## src/rtl/btn_conditioner.sv

```systemverilog
// btn_conditioner
//   Conditions the five Basys3 push-buttons before any consumer sees them.
//   Each channel has a 2-FF synchroniser, a debouncer, single-cycle
//   press/release pulses and long-press detection. Channels are independent.
//
//   Optional feature macro: BTN_AUTOREPEAT_EN
//     When defined, a held long press re-pulses btn_press every
//     REPEAT_CYCLES edges, starting REPEAT_CYCLES edges after btn_long.
//
// Ports
//   clk            in   system clock (100 MHz)
//   rst_n          in   synchronous reset, active-low
//   btn_raw        in   asynchronous raw button pins, {D,U,R,L,C} = [4:0]
//   btn_level      out  debounced level, 1 = held
//   btn_press      out  1-cycle pulse on debounced rise (and auto-repeat)
//   btn_release    out  1-cycle pulse on debounced fall
//   btn_long       out  1-cycle pulse when a hold reaches LONG_CYCLES
//   btn_held_long  out  1 from the btn_long pulse until release
module btn_conditioner #(
    parameter int N_BTN           = 5,
    parameter int DEBOUNCE_CYCLES = 1000000,
    parameter int LONG_CYCLES     = 100000000,
    parameter int REPEAT_CYCLES   = 20000000,
    parameter int CNT_W           = 27
) (
    input  logic             clk,
    input  logic             rst_n,
    input  logic [N_BTN-1:0] btn_raw,
    output logic [N_BTN-1:0] btn_level,
    output logic [N_BTN-1:0] btn_press,
    output logic [N_BTN-1:0] btn_release,
    output logic [N_BTN-1:0] btn_long,
    output logic [N_BTN-1:0] btn_held_long
);

    typedef enum logic [1:0] {IDLE, PRESSED, LONG} hold_state_t;

    localparam logic [CNT_W-1:0] DEB_LAST  = CNT_W'(DEBOUNCE_CYCLES - 1);
    localparam logic [CNT_W-1:0] LONG_LAST = CNT_W'(LONG_CYCLES - 1);
    localparam logic [CNT_W-1:0] CNT_ONE   = CNT_W'(1);

`ifdef BTN_AUTOREPEAT_EN
    localparam logic [CNT_W-1:0] REP_LAST  = CNT_W'(REPEAT_CYCLES - 1);
`else
    // REPEAT_CYCLES only matters to the auto-repeat build.
    logic unused_repeat;
    assign unused_repeat = (REPEAT_CYCLES > 0);
`endif

    for (genvar i = 0; i < N_BTN; i++) begin : g_chan
        logic             sync1;
        logic             sync2;
        logic [CNT_W-1:0] deb_cnt;
        logic [CNT_W-1:0] hold_cnt;
        hold_state_t      state;
        logic             level_q;
        logic             press_q;
        logic             release_q;
        logic             long_q;
        logic             held_q;
        logic             commit;
        logic             rise;
        logic             fall;
`ifdef BTN_AUTOREPEAT_EN
        logic [CNT_W-1:0] rep_cnt;
`endif

        // The debounced level flips on the edge where the synchronised input
        // has disagreed with it for DEBOUNCE_CYCLES consecutive samples; the
        // pulses and the hold FSM react to that same edge, so everything
        // downstream lines up with the btn_level change.
        always_comb begin
            commit = (sync2 != level_q) && (deb_cnt == DEB_LAST);
            rise   = commit && sync2;
            fall   = commit && !sync2;
        end

        // Synchroniser, debouncer, pulse registers and hold FSM. A fall on
        // the same edge as the long threshold takes priority, so btn_long
        // cannot fire for a press that is ending.
        always_ff @(posedge clk) begin
            if (!rst_n) begin
                sync1     <= 1'b0;
                sync2     <= 1'b0;
                deb_cnt   <= '0;
                hold_cnt  <= '0;
                state     <= IDLE;
                level_q   <= 1'b0;
                press_q   <= 1'b0;
                release_q <= 1'b0;
                long_q    <= 1'b0;
                held_q    <= 1'b0;
`ifdef BTN_AUTOREPEAT_EN
                rep_cnt   <= '0;
`endif
            end else begin
                sync1 <= btn_raw[i];
                sync2 <= sync1;

                if (sync2 == level_q) begin
                    deb_cnt <= '0;
                end else if (commit) begin
                    level_q <= sync2;
                    deb_cnt <= '0;
                end else begin
                    deb_cnt <= deb_cnt + CNT_ONE;
                end

                press_q   <= rise;
                release_q <= fall;
                long_q    <= 1'b0;

                case (state)
                    IDLE: begin
                        if (rise) begin
                            state    <= PRESSED;
                            hold_cnt <= '0;
                        end
                    end
                    PRESSED: begin
                        if (fall) begin
                            state <= IDLE;
                        end else if (hold_cnt == LONG_LAST) begin
                            state  <= LONG;
                            long_q <= 1'b1;
                            held_q <= 1'b1;
`ifdef BTN_AUTOREPEAT_EN
                            rep_cnt <= '0;
`endif
                        end else begin
                            hold_cnt <= hold_cnt + CNT_ONE;
                        end
                    end
                    LONG: begin
                        if (fall) begin
                            state  <= IDLE;
                            held_q <= 1'b0;
`ifdef BTN_AUTOREPEAT_EN
                            rep_cnt <= '0;
`endif
                        end
`ifdef BTN_AUTOREPEAT_EN
                        else if (rep_cnt == REP_LAST) begin
                            rep_cnt <= '0;
                            press_q <= 1'b1;
                        end else begin
                            rep_cnt <= rep_cnt + CNT_ONE;
                        end
`endif
                    end
                    default: begin
                        state <= IDLE;
                    end
                endcase
            end
        end

        assign btn_level[i]     = level_q;
        assign btn_press[i]     = press_q;
        assign btn_release[i]   = release_q;
        assign btn_long[i]      = long_q;
        assign btn_held_long[i] = held_q;
    end

endmodule

```

## config.mk

```make
export PLATFORM = sky130hd
export DESIGN_NAME = btn_conditioner
export DESIGN_NICKNAME = d
export VERILOG_FILES = /design/src/rtl/btn_conditioner.sv
export SDC_FILE = /design/constraint.sdc
export NUM_CORES = 1
export LEC_CHECK = 0
export BUFFER_PORTS_ARGS = -buffer_cell sky130_fd_sc_hd__buf_2
export CAP_MARGIN = 10
export CORE_MARGIN = 5
export CORE_UTILIZATION = 68
export CTS_CLUSTER_SIZE = 20
export DETAILED_ROUTE_END_ITERATION = 10
export GPL_TIMING_DRIVEN = 0
export PLACE_DENSITY = 0.85
export SLEW_MARGIN = 20
export SYNTH_ARGS = -nofsm -noshare
export SYNTH_HDL_FRONTEND = slang
export SYNTH_SLANG_ARGS = --single-unit
```

## constraint.sdc

```tcl
create_clock -name clk -period 5.6 [get_ports clk]
set_input_delay 0 -clock clk [delete_from_list [all_inputs] [get_ports clk]]
set_output_delay 0 -clock clk [all_outputs]
set_load 0.01 [all_outputs]
```

==> results of run 1 <==
-- power breakdown --
part | internal (mW) | switching [mW]
clock network | 1.41 | 0.897
registers | 2.25 | 0.00635
logic | 0.0307 | 0.0819
total | 3.69 | 0.985
-- cells in the mapped netlist, drive strengths merged, types with 27 or more instances --
master / instances
dfxtp: 315
nor2: 240
nand2: 167
nand3: 130
xor2: 78
nand4: 77
o21ai: 70
a21oi: 66
nor3: 57
clkbuf: 55
and3: 54
xnor2: 47
buf: 41
nor4: 39
inv: 37
and2: 34
o31ai: 31
a31oi: 27
or3: 27
-- state kept, by name (all words and copies together), names as in the netlist --
register and count:
g_chan.press_q 5, g_chan.sync1 5, g_chan.long_q 5, g_chan.held_q 5
g_chan.deb_cnt 135, g_chan.level_q 5, g_chan.sync2 5, g_chan.state 10
g_chan.hold_cnt 135, g_chan.release_q 5
-- final cells by class --
cell class,instances,share of cell area (%)
Multi-Input combinational cell,1391,48.8
Sequential cell,315,37.0
Clock buffer,49,6.23
Buffer,98,3.15
Tap cell,280,2.06
Timing Repair Buffer,36,1.23
Inverter,37,0.815
Clock inverter,10,0.661
-- path summary, 6_finish.rpt --
path,from,endpoint,cells past startpoint
max,g_chan[3].deb_cnt[16],g_chan[3].hold_cnt[10],8
min,btn_raw[4],g_chan[4].sync1,3
max reg2reg,g_chan[3].deb_cnt[16],g_chan[3].hold_cnt[10],8
min reg2reg,g_chan[3].sync1,g_chan[3].sync2,1
-- through the flow --
| stage | hold WS [ns] | power (mW) |
|---|---|---|
| 3_3_place_gp | 0.208 | 2.41 |
| 4_1_cts | 0.228 | 4.70 |
| 3_5_place_dp | 0.211 | 2.41 |
| 6_report | 0.233 | 4.67 |
| 5_1_grt | 0.262 | 4.80 |
| 2_1_floorplan | 0.127 | 2.37 |
-- routing by layer --
layer | wire [um] | track usage [%]
met5 | 0 | 0
met4 | 1100 | 10.0
met3 | 2760 | 4.07
met1 | 16200 | 37.6
met2 | 17400 | 46.9
-- worst register-to-register path, delay by kind of cell, from the launching register on --
| family | cells | cell delay [ns] |
|---|---|---|
| buf+inv | 2 | 0.70 |
| simple gates | 2 | 0.42 |
| flops | 1 | 0.40 |
| compound gates | 4 | 1.21 |
-- cell families after synthesis --
logic type,Yosys count
compound gates,311
buf+inv,135
flops,315
xor+xnor,125
mux,11
fa+ha+maj,10
simple gates,934
==> summary.md, run 1 <==
| Metric | Value |
|---|---|
| Clk buf depth | 3 |
| Critical Path RT | 6.01 ns |
| Vias per cell | 6.37 |
| VDD IR max | 0.276 mV |
| Root buffer selected by CTS | clkbuf_16 |
| Post-CTS Repair Setup Buffers | 0 |
| CP endpoint kind | flip-flop |
| Pleak | 5.88 nW |
| Sequential fraction of the synthesis area | between 40% and 50% |
| Layout cell share with drive strength beyond 1 | under 10% |
| EDFF count, synth | 0 |
| Crit path max fanout | 10 |
| Most frequent cells in the layout | 315 x dfxtp_1, 240 x nor2_1, 167 x nand2_1 |
| Final WS setup | 2.76 ns |
| PD cells | 274 nW/um^2 |
| Vias in the first global route | 13149 |
| CP Buf/Inv Count | 2 |
| Unique cell type count in the Yosys netlist | 87 |
| Syn_nets | 1858 |
| Clock Latency Late Sink | 0.52 ns |
| ANT cells | 0 |
| Std cell rows | 54 |
| First-pass GRT wire length | 62.8 mm |
| Starting Density | 69.7% |
| Net count, final | 1930 |
| Post-synth ARST share | 0% |
| Leading cell types by total area after synthesis | dfxtp_1 41%, nor2_1 5.9%, xor2_1 4.5%, nand3_1 4.2%, nand2_1 4.1% |
| H-Tree Depth | 2 |
| Syn_area_per_cell | 8.31 um^2 |
| Core area | 22000 um^2 |
| Die extent in x | 160 um |
| Nature of the critical path startpoint | flip-flop |
| Port Buffer Count | 30 |
| Cell family with most CP delay | compound AO/OA/AOI/OAI gates |
| FMAX | 352 MHz |
| DP Worst Slack | 2.79 ns |
| Detail Placement HPWL | 25.4 mm |
| Register area | 6310 um^2 |
| CTS tree | yes |
| Top cell type's share of synthesized area | between 40 and 50% |
| Final setup vio count | 0 |
| Per-cell routed wire length | 16.9 um |
| Via count | 14105 |
| Worst path most repeated cell | clkbuf_1 |
| CP max-delay cell | o21bai_1 |
| Dpl cell area | 15800 um^2 |
| Relative slew slack | 28.2% |
| Synth Area in Compound Gates | between 10% and 20% |
| Status | complete, no violations |
| Clock transition at path regs | 0.06 ns |
| Die area | 25600 um^2 |
| Initial antenna violation count | 0 |
| Yosys reg bits | 315 |
| CTS Hold Bufs | 6 |
| Hold crit path type | input port to flip-flop |
| Post-synthesis mux area share | 0.720% |
| Least-Margin Pin Slew | 1.07 ns |
| Reg2Reg Setup Slack | 2.76 ns |
| Top Ports | 32 |
| Area of the multi-input gates | 8320 um^2 |
| # placed instances | between 2000 and 2500 |
| Num CTS Buffers | 34 |
| Fin crit share | 50.7% |
| Xor/xnor share of the synthesized area | slightly above 7% |
| DRT iter0 DRCs | about 1200 |
| Die outline height | 160 um |
| Most common cell after layout, fill and taps aside | dfxtp_1 |
| DRC violations left | 0 |
| Hold Vio Cnt, Final | 0 |
| Cell area after layout | 17000 um^2 |
| Crit path time final | ~2.8 ns |
| CP peak stage delay | 0.57 ns |
| RD Place Congestion | about 0.9 |
| Worst Skew | 0.0155 ns |
| Post-DRT Antenna Nets | 0 |
| DRT Pass-1 Iters | 6 |
| Fin cells | 2216 |
| Crit-path cells | and4_1 -> clkbuf_1 -> nand3_1 -> o31a_1 -> o21bai_1 -> clkbuf_1 -> o211ai_1 -> o31ai_1 |
| Sink Count | 315 |
| Critical path class | flip-flop to flip-flop |
| RSZ-0062 raised after global routing | false |
| Post-synthesis simple-gate area fraction | 31.8% |
| Final Util | 77.6% |
| Area delta synth->final | 11.4% |
| Ys flop type | dfxtp_1 |
| Final WL | 37.5 mm |
| Final setup TNS | 0 ns |
| GRT Util Overall | 28.2% |
| Largest net degree at the start of global routing | 15 |
| Syn. warnings | 0 |
| Gates resized, CTS repair | 0 |
| Syn Inst Count | 1841 |
| Max-Cap Viols | 0 |
| Largest family of logic cells by synthesized area | simple AND/OR/NAND/NOR gates |
| Slew Limit Fails | 0 |
| Critical Path AT | 3.25 ns |
| Cell area after technology mapping | 15300 um^2 |
| Cell taking the most area after synthesis | dfxtp_1 |
| GRT overflow | 0 |
| Adder-cell share of the synthesized area | 0.818% |
| FILL cells | 1559 |
Note: power is estimated with default switching activity, not from simulation.
==> run 2: changes to the inputs <==
--- a/config.mk
+++ b/config.mk
@@ -5,14 +5,15 @@
 export SDC_FILE = /design/constraint.sdc
 export NUM_CORES = 1
 export LEC_CHECK = 0
+export ABC_AREA = 1
 export BUFFER_PORTS_ARGS = -buffer_cell sky130_fd_sc_hd__buf_2
 export CAP_MARGIN = 10
 export CORE_MARGIN = 5
-export CORE_UTILIZATION = 68
+export CORE_UTILIZATION = 58
 export CTS_CLUSTER_SIZE = 20
 export DETAILED_ROUTE_END_ITERATION = 10
 export GPL_TIMING_DRIVEN = 0
-export PLACE_DENSITY = 0.85
+export PLACE_DENSITY = 0.77
 export SLEW_MARGIN = 20
 export SYNTH_ARGS = -nofsm -noshare
 export SYNTH_HDL_FRONTEND = slang
==> constraint.sdc (replaced) <==
create_clock -name clk -period 2.6 [get_ports clk]
set_input_delay 0 -clock clk [delete_from_list [all_inputs] [get_ports clk]]
set_output_delay 0 -clock clk [all_outputs]
set_load 0.01 [all_outputs]
==> summary.md, run 2 <==
| Metric | Value |
|---|---|
| Die extent in x | 185 um |
| Via count | 17594 |
| Root buffer selected by CTS | clkbuf_16 |
| DRC violations left | 0 |
| Hold slack final | 0.209 ns |
| Clock Latency Late Sink | 0.51 ns |
| Hold Vio Cnt, Final | 0 |
| Largest family of logic cells by synthesized area | simple AND/OR/NAND/NOR gates |
| FILL cells | 2851 |
| Vias per cell | roughly 5.4 |
| Clk buf depth | 3 |
| ANT cells | 0 |
| Crit-path cells | ha_1 -> nand2_1 -> nor2_1 -> nand2_1 -> inv_1 -> nand2_1 -> nor3_1 -> nand2_1 -> nor2_1 -> nand2_1 -> nand2_1 -> nor2_1 |
| Net count, final | 2881 |
| RD Place Congestion | approximately 1 |
| Port Buffer Count | 30 |
| Synth cell count leaders | 661 x nand2_1, 523 x nor2_1, 315 x dfxtp_1, 303 x inv_1, 266 x nand3_1 |
| Syn Inst Count | 2791 |
| Sequential fraction of the synthesis area | a little over a third |
| Top cell type's share of synthesized area | 35.4% |
| Initial antenna violation count | 0 |
| Xor/xnor share of the synthesized area | 5.40% |
| Syn_nets | 2808 |
| Most frequent cells in the layout | 661 x nand2_1, 522 x nor2_1, 315 x dfxtp_1 |
| Ys flop type | dfxtp_1 |
| CP endpoint kind | flip-flop |
| Worst Skew | 0.0185 ns |
| Final setup TNS | 0 ns |
| Clock transition at path regs | 0.06 ns |
| Max-Cap Viols | 0 |
| Vias in the first global route | 16356 |
| Post-synth ARST share | 0% |
| Top-count cell post-synth | nand2_1 |
| H-Tree Depth | 2 |
| VDD IR max | roughly 0.49 mV |
| # placed instances | 3217 |
| GRT Util Overall | 26.0% |
| Die outline height | around 190 um |
| Num CTS Buffers | 36 |
| Final WL | 44.8 mm |
| Fin crit share | 91.0% |
| Layout cell share with drive strength beyond 1 | 7.03% |
| Final Util | 64.7% |
| Adder-cell share of the synthesized area | 0.702% |
| CP peak stage delay | a little under 0.4 ns |
| Fin cells | 3284 |
| Cell area after technology mapping | 17800 um^2 |
| Worst path most repeated cell | nand2_1 |
| GRT overflow | 0 |
| CTS tree | yes |
| Critical path class | flip-flop to flip-flop |
| Pleak | 6.90 nW |
| Yosys reg bits | approximately 320 |
| Least-Margin Pin Slew | 0.986 ns |
| EDFF count, synth | 0 |
| Post-synthesis mux area share | 0% |
| Crit path time final | between 2 and 2.5 ns |
| First-pass GRT wire length | 75.8 mm |
| Starting Density | roughly three fifths |
| Std cell rows | 64 |
| Top Ports | 32 |
| Core area | 30400 um^2 |
| RSZ-0062 raised after global routing | false |
| Syn. warnings | 0 |
| Area delta synth->final | 10.5% |
| Post-synthesis simple-gate area fraction | roughly 42% |
| Largest net degree at the start of global routing | 14 |
| DRT iter0 DRCs | approximately 1100 |
| DRT Pass-1 Iters | 6 |
| Synth Area in Compound Gates | under 10% |
| Unique cell type count in the Yosys netlist | 48 |
| Per-cell routed wire length | 13.6 um |
| Cell taking the most area after synthesis | dfxtp_1 |
| Nature of the critical path startpoint | flip-flop |
| Most common cell after layout, fill and taps aside | nand2_1 |
| Top Registers | g_chan.deb_cnt (135), g_chan.hold_cnt (135), g_chan.state (10) |
| Post-DRT Antenna Nets | 0 |
| Sink Count | 315 |
| Final setup vio count | 0 |
| Critical Path AT | 2.76 ns |
| Relative slew slack | 34.2% |
| FMAX | about 420 MHz |
| Cell family with most CP delay | simple AND/OR/NAND/NOR gates |
| Status | complete, no violations |
| Detail Placement HPWL | about 33 mm |
| Syn_area_per_cell | 6.38 um^2 |
| CP max-delay cell | dfxtp_1 |
| CP Buf/Inv Count | 1 |
| Slew Limit Fails | 0 |
| Reg2Reg Setup Slack | 0.23 ns |
| Leading cell types by total area after synthesis | dfxtp_1 35%, nand2_1 14%, nor2_1 11%, nand3_1 7.5%, inv_1 6.4% |
| Hold crit path type | input port to flip-flop |
| Die area | 34300 um^2 |
| Crit path max fanout | 6 |
| PD cells | 509 nW/um^2 |
| Critical Path RT | 2.99 ns |
run 2: tightest hold or removal path, stage by stage:
cell	delay, ns
dlygate4sd3_1	0.52
buf_2	0.09
nand2_1	0.04
inv_1	0.04
run 2: cells by family after synthesis:
family | Yosys count
flip-flops | 315
AO/OA/AOI/OAI | 222
buffers and inverters | 403
adder cells (fa/ha/maj) | 10
XOR/XNOR | 109
AND/OR/NAND/NOR | 1732
run 2: path summary, 6_finish.rpt:
kind                    startpoint                     end  cells after the start
min reg2reg        g_chan[0].sync1         g_chan[0].sync2                      2
min                     btn_raw[0]         g_chan[0].sync1                      4
max reg2reg  g_chan[3].hold_cnt[0]  g_chan[3].hold_cnt[26]                     12
max          g_chan[3].hold_cnt[0]  g_chan[3].hold_cnt[26]                     12
run 2: stage by stage:
| stage | setup WS [ns] | total power [mW] | cell area [um^2] |
|---|---|---|---|
| global placement | 0.0126 | 5.09 | 18500 |
| floorplan | 0.773 | 5.03 | 17800 |
| global route | 0.0265 | 10.3 | 19700 |
| finish | 0.233 | 10.0 | 19700 |
| detailed placement | 0.0444 | 5.10 | 18500 |
| CTS | 0.180 | 10.1 | 19700 |
run 2: cell type report:
| class | count | area, um^2 | area share (%) |
|---|---|---|---|
| clock inverters | 11 | 114 | 0.578 |
| flip-flops and latches | 315 | 6310 | 32.0 |
| well taps | 396 | 495 | 2.52 |
| inverters | 309 | 1160 | 5.89 |
| multi-input cells | 2073 | 9810 | 49.8 |
| repair buffers | 35 | 200 | 1.02 |
| plain buffers | 94 | 544 | 2.76 |
| clock buffers | 51 | 1060 | 5.38 |
run 2: what timing repair did:
item | 4_1_cts | 5_1_grt
setup endpoints to repair | 0 | 14
hold endpoints to repair | 5 | 0
resized for setup | 0 | 1
hold buffers | 5 | 0
buffers inserted | 0 | 0
run 2: power breakdown:
group / internal (mW) / leakage (nW) / switching (mW)
Combinational: 0.0327 / 3.78 / 0.119
Sequential: 4.84 / 2.54 / 0.00733
Clock: 3.03 / 0.577 / 1.99
run 2: per-layer routing:
metal  vias to the layer above  routed length, um  global-route usage, %
li1                       9076                  -                      -
met1                      7992              20300                   34.1
met2                       428              20700                   44.3
met3                        98               2270                   3.16
met4                         0               1460                   8.78
met5                         -                  0                      0
==> run 3: changes to the inputs <==
--- a/config.mk
+++ b/config.mk
@@ -13,6 +13,7 @@
 export CTS_CLUSTER_SIZE = 20
 export DETAILED_ROUTE_END_ITERATION = 10
 export GPL_TIMING_DRIVEN = 0
+export MAX_ROUTING_LAYER = met4
 export PLACE_DENSITY = 0.77
 export SLEW_MARGIN = 20
 export SYNTH_ARGS = -nofsm -noshare
==> summary.md, run 3 (synthesized netlist as in run 2, its figures left out) <==
| Metric | Value |
|---|---|
| DRC violations left | 0 |
| Fin cells | 3286 |
| Initial antenna violation count | 0 |
| CP max-delay cell | dfxtp_1 |
| Net count, final | 2882 |
| Largest net degree at the start of global routing | 14 |
| Hold crit path type | input port to flip-flop |
| Top Registers | g_chan.deb_cnt (135), g_chan.hold_cnt (135), g_chan.state (10) |
| Status | complete, no violations |
| CTS tree | yes |
| FMAX | 422 MHz |
| Clk buf depth | 3 |
| Die area | 34300 um^2 |
| First-pass GRT wire length | 76.9 mm |
| Detail Placement HPWL | 33.2 mm |
| Post-DRT Antenna Nets | 0 |
| Worst path most repeated cell | nor2_1 |
| Port Buffer Count | 30 |
| RSZ-0062 raised after global routing | false |
| Crit-path cells | ha_1 -> nand2_1 -> nor2_2 -> nand2_1 -> nor2_1 -> nand3_1 -> nand3_4 -> nand2_4 -> buf_4 -> nor2_1 -> nor2_1 |
| Die outline height | about 190 um |
| ANT cells | 0 |
| Core area | 30400 um^2 |
| Most common cell after layout, fill and taps aside | nand2_1 |
| DRT Pass-1 Iters | 6 |
| # placed instances | 3217 |
| Least-Margin Pin Slew | 0.967 ns |
| Top Ports | 32 |
| Via count | 17556 |
| P_sw | 2.21 mW |
| Seq pwr share | between 40% and 50% |
| GRT Util Overall | approximately 27% |
| CP peak stage delay | between 0.4 and 0.5 ns |
| Clock transition at path regs | 0.06 ns |
| DRT iter0 DRCs | 1235 |
| Part of the power in the clock network | a little over half |
| Critical Path RT | 3.01 ns |
| Std cell rows | 64 |
| Relative slew slack | 35.6% |
| Die extent in x | 185 um |
| Critical path class | flip-flop to flip-flop |
| Vias per cell | between 5 and 6 |
| Clock Latency Late Sink | 0.53 ns |
| HP Start | btn_raw[1] |
| DP Worst Slack | 0.0911 ns |
| Most frequent cells in the layout | 661 x nand2_1, 522 x nor2_1, 315 x dfxtp_1 |
| Pleak | 6.96 nW |
| CP endpoint kind | flip-flop |
| Worst setup startpoint | g_chan[1].hold_cnt[0] |
| Hold Vio Cnt, Final | 0 |
| Worst Skew | 0.0125 ns |
| Nature of the critical path startpoint | flip-flop |
| Area of the multi-input gates | 9810 um^2 |
| RD Place Congestion | 0.966 |
| Pwr Total | ~11 mW |
| Logic pwr share | 1.5% |
| Crit path time final | 2.37 ns |
| Sink Count | ~320 |
| Crit path max fanout | 10 |
| Final WS setup | 0.229 ns |
| Area delta synth->final | 11.3% |
| Slew Limit Fails | 0 |
| Final setup vio count | 0 |
| Register area | around 6300 um^2 |
| Vias in the first global route | 16391 |
| FILL cells | 2781 |
| Root buffer selected by CTS | clkbuf_16 |
| H-Tree Depth | 2 |
| R2R Path Start | g_chan[1].hold_cnt[0] |
| VDD IR max | ~0.50 mV |
| Sw frac | 20.9% |
| PD cells | 533 nW/um^2 |
| Layout cell share with drive strength beyond 1 | 7.20% |
| Fin crit share | roughly nine tenths |
| Critical Path AT | 2.78 ns |
| Per-cell routed wire length | approximately 14 um |
| Max-Cap Viols | 0 |
| Num CTS Buffers | 37 |
| Final setup TNS | 0 ns |
| Final WL | around 45 mm |
| Pint | about 8.4 mW |
| GRT overflow | 0 |
| Starting Density | 58.5% |
-- run 3: changes by cell type in the layout (fill, tap and decap cells not counted) --
cell / previous run / this run
clkinv_2: 6 / 4
nor3_2: 2 / 3
bufinv_16: 2 / 7
nor3_1: 114 / 113
clkbuf_8: 8 / 6
inv_6: 0 / 3
clkbuf_1: 40 / 38
-- run 3: repair_timing --
item	4_1_cts	5_1_grt
buffers inserted	0	0
gates resized for setup	0	2
endpoints found under the hold margin	5	0
endpoints found under the setup margin	0	24
hold buffers	5	0
-- run 3: final cells by class --
| class | instances | share of cell area (%) |
|---|---|---|
| multi-input cells | 2073 | 49.5 |
| flip-flops and latches | 315 | 31.8 |
| inverters | 309 | 5.85 |
| clock buffers | 47 | 5.16 |
| plain buffers | 94 | 2.75 |
| well taps | 396 | 2.50 |
| clock inverters | 17 | 1.41 |
| repair buffers | 35 | 1.01 |
-- run 3: final timing paths --
check	slack (ns)	cells after the start	to
hold reg to reg	0.41	2	g_chan[0].sync2
setup reg to reg	0.23	11	g_chan[1].hold_cnt[2]
setup / recovery	0.23	11	g_chan[1].hold_cnt[2]
hold / removal	0.19	4	g_chan[1].sync1
-- run 3: power groups by stage --
| stage | logic [mW] | registers (mW) | clock network, mW |
|---|---|---|---|
| finish | 0.153 | 4.84 | 5.57 |
| global route | 0.166 | 4.84 | 5.87 |
| CTS | 0.153 | 4.84 | 5.66 |
| detailed placement | 0.146 | 4.95 | 0 |
| global placement | 0.145 | 4.95 | 0 |
| floorplan | 0.0827 | 4.95 | 0 |
-- run 3: metrics by stage --
stage               utilization (%)  hold WS [ns]  cell area [um^2]
finish                         65.1         0.185             19800
global route                   65.1         0.193             19800
CTS                            65.1         0.164             19800
detailed placement             60.7         0.184             18500
global placement               60.7         0.186             18500
floorplan                         -        0.0976             17800
-- run 3: routing by layer --
layer	wire, um	track usage [%]	vias to the layer above	part of all wire [%]
met1	20300	35.0	7966	45
met4	1160	7.52	0	2.6
met5	0	-	-	0
met2	21300	45.2	420	47
li1	-	-	9087	-
met3	2420	3.36	83	5.4
-- run 3: critical path, delay by kind of cell (launching register included) --
kind,cells,cell delay [ns]
AND/OR/NAND/NOR,9,1.32
flip-flops,1,0.42
buffers and inverters,1,0.19
adder cells (fa/ha/maj),1,0.33
